$ cat src/rtl/fifo_uart_tx_pkg.sv
// Shared types and helpers for the FIFO-fed UART transmitter.
package fifo_uart_tx_pkg;

  typedef enum logic [2:0] {
    IDLE,
    LOAD,
    START,
    DATA,
    STOP
  } state_e;

  // Integer clock cycles per serial bit; the caller must keep the result >= 2.
  function automatic int unsigned clks_per_bit(input int unsigned clk_freq_hz,
                                               input int unsigned baud_rate);
    return clk_freq_hz / baud_rate;
  endfunction

endpackage

$ cat src/rtl/uart_bit_timer.sv
// Bit-period timer: counts 0..CLKS_PER_BIT-1, wraps on its own, and flags the
// last cycle of each bit period.
module uart_bit_timer #(
  parameter int unsigned CLKS_PER_BIT = 4
) (
  input  logic clk,
  input  logic reset_i,
  input  logic restart,
  output logic bit_done
);

  localparam int unsigned CNT_W = (CLKS_PER_BIT > 1) ? $clog2(CLKS_PER_BIT) : 1;
  localparam logic [CNT_W-1:0] LAST = CNT_W'(CLKS_PER_BIT - 1);

  logic [CNT_W-1:0] count;

  assign bit_done = (count == LAST);

  // NOTE: sequential state uses non-blocking assignments so every flop samples pre-edge values.
  always_ff @(posedge clk or posedge reset_i) begin
    if (reset_i) begin
      count <= '0;
    end else if (restart || bit_done) begin
      count <= '0;
    end else begin
      count <= count + 1'b1;
    end
  end

endmodule

$ cat src/rtl/fifo_uart_tx.sv
// UART transmitter that pulls words from an upstream FIFO and shifts them out
// LSB first with one start and one stop bit; all line outputs are registered.
module fifo_uart_tx
  import fifo_uart_tx_pkg::*;
#(
  parameter int unsigned CLK_FREQ_HZ = 50_000_000,
  parameter int unsigned BAUD_RATE   = 115_200,
  parameter int unsigned DATA_WIDTH  = 8
) (
  input  logic                  clk,
  input  logic                  reset_i,
  input  logic                  enable_i,
  input  logic [DATA_WIDTH-1:0] fifo_q_i,
  input  logic                  fifo_empty_i,
  output logic                  fifo_deq_o,
  output logic                  tx_o,
  output logic                  busy_o
);

  localparam int unsigned CLKS_PER_BIT = clks_per_bit(CLK_FREQ_HZ, BAUD_RATE);
  localparam int unsigned IDX_W        = (DATA_WIDTH > 1) ? $clog2(DATA_WIDTH) : 1;
  localparam logic [IDX_W-1:0] LAST_IDX = IDX_W'(DATA_WIDTH - 1);

  state_e                state, state_next;
  logic [IDX_W-1:0]      bit_idx, bit_idx_next;
  logic [DATA_WIDTH-1:0] shift_reg;
  logic                  armed;
  logic                  bit_done;
  logic                  timer_restart;

  // Timer is held at zero outside the serial states, so every entry into START begins a full bit.
  assign timer_restart = (state == IDLE) || (state == LOAD);

  uart_bit_timer #(
    .CLKS_PER_BIT(CLKS_PER_BIT)
  ) u_bit_timer (
    .clk     (clk),
    .reset_i (reset_i),
    .restart (timer_restart),
    .bit_done(bit_done)
  );

  // NOTE: every signal written here gets a default first, so no path can infer a latch.
  always_comb begin
    state_next   = state;
    bit_idx_next = bit_idx;
    case (state)
      IDLE: begin
        if (armed && enable_i && !fifo_empty_i) begin
          state_next = LOAD;
        end
      end
      LOAD: begin
        state_next = START;
      end
      START: begin
        if (bit_done) begin
          state_next   = DATA;
          bit_idx_next = '0;
        end
      end
      DATA: begin
        if (bit_done) begin
          if (bit_idx == LAST_IDX) begin
            state_next = STOP;
          end else begin
            bit_idx_next = bit_idx + 1'b1;
          end
        end
      end
      STOP: begin
        if (bit_done) begin
          state_next = IDLE;
        end
      end
      default: begin
        state_next = IDLE;
      end
    endcase
  end

  // Outputs are decoded from the next state and registered, so they line up with the state they describe.
  always_ff @(posedge clk or posedge reset_i) begin
    if (reset_i) begin
      state      <= IDLE;
      bit_idx    <= '0;
      // NOTE: the data register is reset too; it is a single word, not a memory array, so the reset is cheap.
      shift_reg  <= '0;
      armed      <= 1'b0;
      tx_o       <= 1'b1;
      busy_o     <= 1'b0;
      fifo_deq_o <= 1'b0;
    end else begin
      state   <= state_next;
      bit_idx <= bit_idx_next;
      // Holds off the first LOAD until the second edge after reset release.
      armed   <= 1'b1;
      if (state == LOAD) begin
        shift_reg <= fifo_q_i;
      end
      fifo_deq_o <= (state_next == LOAD);
      busy_o     <= (state_next != IDLE);
      case (state_next)
        START:   tx_o <= 1'b0;
        DATA:    tx_o <= shift_reg[bit_idx_next];
        default: tx_o <= 1'b1;
      endcase
    end
  end

endmodule

$ cat config.mk
export PLATFORM = sky130hd
export DESIGN_NAME = fifo_uart_tx
export DESIGN_NICKNAME = d
export VERILOG_FILES = /design/src/rtl/fifo_uart_tx_pkg.sv /design/src/rtl/uart_bit_timer.sv /design/src/rtl/fifo_uart_tx.sv
export SDC_FILE = /design/constraint.sdc
export NUM_CORES = 1
export LEC_CHECK = 0
export ABC_AREA = 1
export CAP_MARGIN = 20
export CORE_AREA = 2 2 56 58
export CTS_CLUSTER_SIZE = 25
export DETAILED_ROUTE_END_ITERATION = 10
export DIE_AREA = 0 0 58 60
export PLACE_DENSITY = 0.7
export REMOVE_ABC_BUFFERS = 1
export SYNTH_ARGS = -nofsm -noshare
export SYNTH_HDL_FRONTEND = slang
export SYNTH_SLANG_ARGS = --single-unit
$ cat constraint.sdc
create_clock -name clk -period 2.32 [get_ports clk]
set_input_delay 0.464 -clock clk [delete_from_list [all_inputs] [get_ports clk]]
set_output_delay 0.464 -clock clk [all_outputs]
set_load 0.02 [all_outputs]
==> summary.md <==
| Metric | Value |
|---|---|
| Synth Warn # | `0` |
| Root buf cell | `clkbuf_4` |
| Input/output buffers | `14` |
| Post-synth top cells | `nand2_1, inv_1, dfrtp_1` |
| Grt total ovfl | `0` |
| Hold WC Path Type | `input pin to async pin` |
| Slowest stage delay, CP | `0.60 ns` |
| Detailed-route wire length | `2.40 mm` |
| Final core utilization | `0.546` |
| Fin crit share | `0.832` |
| First drt pass iteration count | `4` |
| Hold Fails Final Rpt | `0` |
| Primary FF master, synth | `dfrtp_1` |
| Gpl congestion | `0.797` |
| Fmax | `518 MHz` |
| CTS Buffer Depth | `2` |
| Data arrival, critical path | `1.47 ns` |
| Most common cell in the netlist | `nand2_1` |
| Ranking of synthesized cells by area | `dfrtp_1, nand2_1, inv_1` |
| Final clock skew | `0.00313 ns` |
| Synth area leader | `dfrtp_1` |
| Vias in the first global route | `1,111` |
| Wire length per cell | `11.1 um` |
| Worst VDD drop | `310 uV` |
| #FFs+latches synth | `27` |
| Final Worst Setup Slack | `0.390 ns` |
| Synth Instances | `164` |
| Pre-CTS WS | `0.544 ns` |
| Share of cells above drive strength 1 | `0.120` |
| Syn-to-layout area delta | `16.0%` |
| Die W | `58 um` |
| WP buf/inv | `1` |
| IO Pins | `15` |
| Drt via density | `5.03` |
| Remaining antenna violation count | `0` |
| TNS Setup | `0 ns` |
| Global-route wire length before repair | `4.24 mm` |
| Core area | `2900 sq um` |
| Leakage power | `0.801 nW` |
| Worst-path clk slew | `0.14 ns` |
| Share of the synthesized area in the top cell type | `0.477` |
| CP Capture Type | `output port` |
| Max Slew Vio Count | `0` |
| CTS Sinks | `27` |
| # rows | `20` |
| DP HPWL | `1.81 mm` |
| Initial antenna violation count | `0` |
| Outcome | `finished clean` |
| GRT Total Usage | `0.160` |
| Via count | `1,087` |
| MaxCap Viol Count | `0` |
| Antenna diodes | `0` |
| Placed cell areas | `1560 sq um` |
| Master of the slowest instance on the critical path | `clkdlybuf4s50_1` |
| Non-filler cells in the finished layout | `216` |
| Hold_buf cts | `0` |
| Worst R2R Setup Slack | `0.54 ns` |
| Sequential area share after synthesis | `0.496` |
| CTS-repair resized insts | `0` |
| Die H | `60 um` |
| Iteration-0 DRC count of the detailed router | `33` |
| Final setup vio count | `0` |
| Crit-path cells | `clkdlybuf4s50_1` |
| Syn avg cell area | `8.32 sq um` |
| Cell Area, Synth | `1370 sq um` |
| RSZ-0062 raised after global routing | `false` |
| H-Tree Depth | `1` |
| Postcts setup bufs | `0` |
| FFs w/ async S/R, synth | `1.00` |
| Critical path class | `flop to output port` |
| Largest net degree at the start of global routing | `28` |
| Max reg flops | `9` |
| Final #Nets | `199` |
| DRC | `0` |
| Total CTS buffers | `3` |
| Clk_lat worst skew | `0.33 ns` |
| CTS tree | `done` |
| Design area | `1580 sq um` |
| Final Critical Period | `1.93 ns` |
| CP required | `1.86 ns` |
| CP Max Fanout | `1` |
| Power per cell area | `457 nW/um^2` |
| # placed instances | `212` |
| Die area | `3480 sq um` |
| Post-synth EDFFs | `0` |
| Cell variety after synth | `26` |
| Critical Path Source Type | `flop` |
| Initial Util | `0.470` |
| Crit-path leading delay family | `buffers and inverters` |
==> worst reg2reg max path, stage by stage, from the launching register on <==
cell and delay, ns:
dfrtp_1 0.43, inv_1 0.07, ha_1 0.13, inv_1 0.04, nor2_1 0.15, nand2_4 0.09, nor2_8 0.16, nand2_4 0.05
nand2_2 0.05, nor3b_2 0.14, inv_1 0.08, or3_1 0.30
==> cell type report <==
class                   count  area, sq um
clock buffers               4         26.3
fillers                   291         1320
inverters                  31          116
multi-input cells         105          568
flip-flops and latches     27          677
well taps                  33         41.3
repair buffers             16          155
==> worst paths after layout <==
check / cells past startpoint / start / to
hold / removal: 3 / reset_i / shift_reg[1]$_DFFE_PP0P_
hold reg to reg: 2 / shift_reg[3]$_DFFE_PP0P_ / shift_reg[3]$_DFFE_PP0P_
max in group asynchronous: 3 / reset_i / tx_o$_DFF_PP1_
setup / recovery: 1 / tx_o$_DFF_PP1_ / tx_o
setup reg to reg: 11 / u_bit_timer.count[1]$_DFF_PP0_ / busy_o$_DFF_PP0_
min in group clk: 2 / shift_reg[3]$_DFFE_PP0P_ / shift_reg[3]$_DFFE_PP0P_
==> layout by cell type (no fill, tap or decap) <==
cell type        count
ha_1                 3
nand3_2              1
nor4_1               1
o21ai_0              6
conb_1               1
nor2_8               1
a21oi_1              4
nand3_1             15
clkbuf_1             1
nor3b_1              4
or3_1                1
nor3_1               3
dfstp_2              1
o21ai_1              1
inv_1               29
nand2_4              3
nor2_2               2
inv_2                2
clkdlybuf4s50_1     14
dfrtp_1             26
xnor2_1              1
and3_2               1
nand2_2              5
nor3b_2              1
buf_4                2
nand3b_1             3
clkbuf_4             3
nor2_1              15
nand2_1             33
==> cells by family after synthesis <==
logic type / synth area share
AO/OA/AOI/OAI: 0.0403
adder cells (fa/ha/maj): 0.0275
buffers and inverters: 0.0880
AND/OR/NAND/NOR: 0.339
XOR/XNOR: 0.00642
other: 0.00275
flip-flops: 0.496
==> routing by layer <==
| layer | track usage | vias to the layer above | part of all wire |
|---|---|---|---|
| met5 | 0 | - | 0 |
| met4 | 0.106 | 0 | 0.031 |
| met3 | 0.0238 | 9 | 0.032 |
| met2 | 0.284 | 20 | 0.51 |
| met1 | 0.176 | 514 | 0.43 |
| li1 | - | 544 | - |
==> per-stage QoR <==
step           hold slack, ns  power [W]
3_3_place_gp            0.452   0.000530
5_1_grt                 0.527   0.000752
3_5_place_dp            0.452   0.000531
6_report                0.478   0.000725
2_1_floorplan           0.433   0.000506
4_1_cts                 0.481   0.000735
==> where the power goes <==
part | internal [W] | switching (W) | total (W)
Combinational | 0.0000221 | 0.0000182 | 0.0000403
Clock | 0.0000675 | 0.000136 | 0.000203
Sequential | 0.000479 | 0.00000244 | 0.000481
Total | 0.000568 | 0.000157 | 0.000725
No activity file was read; power rests on OpenSTA's default activity.
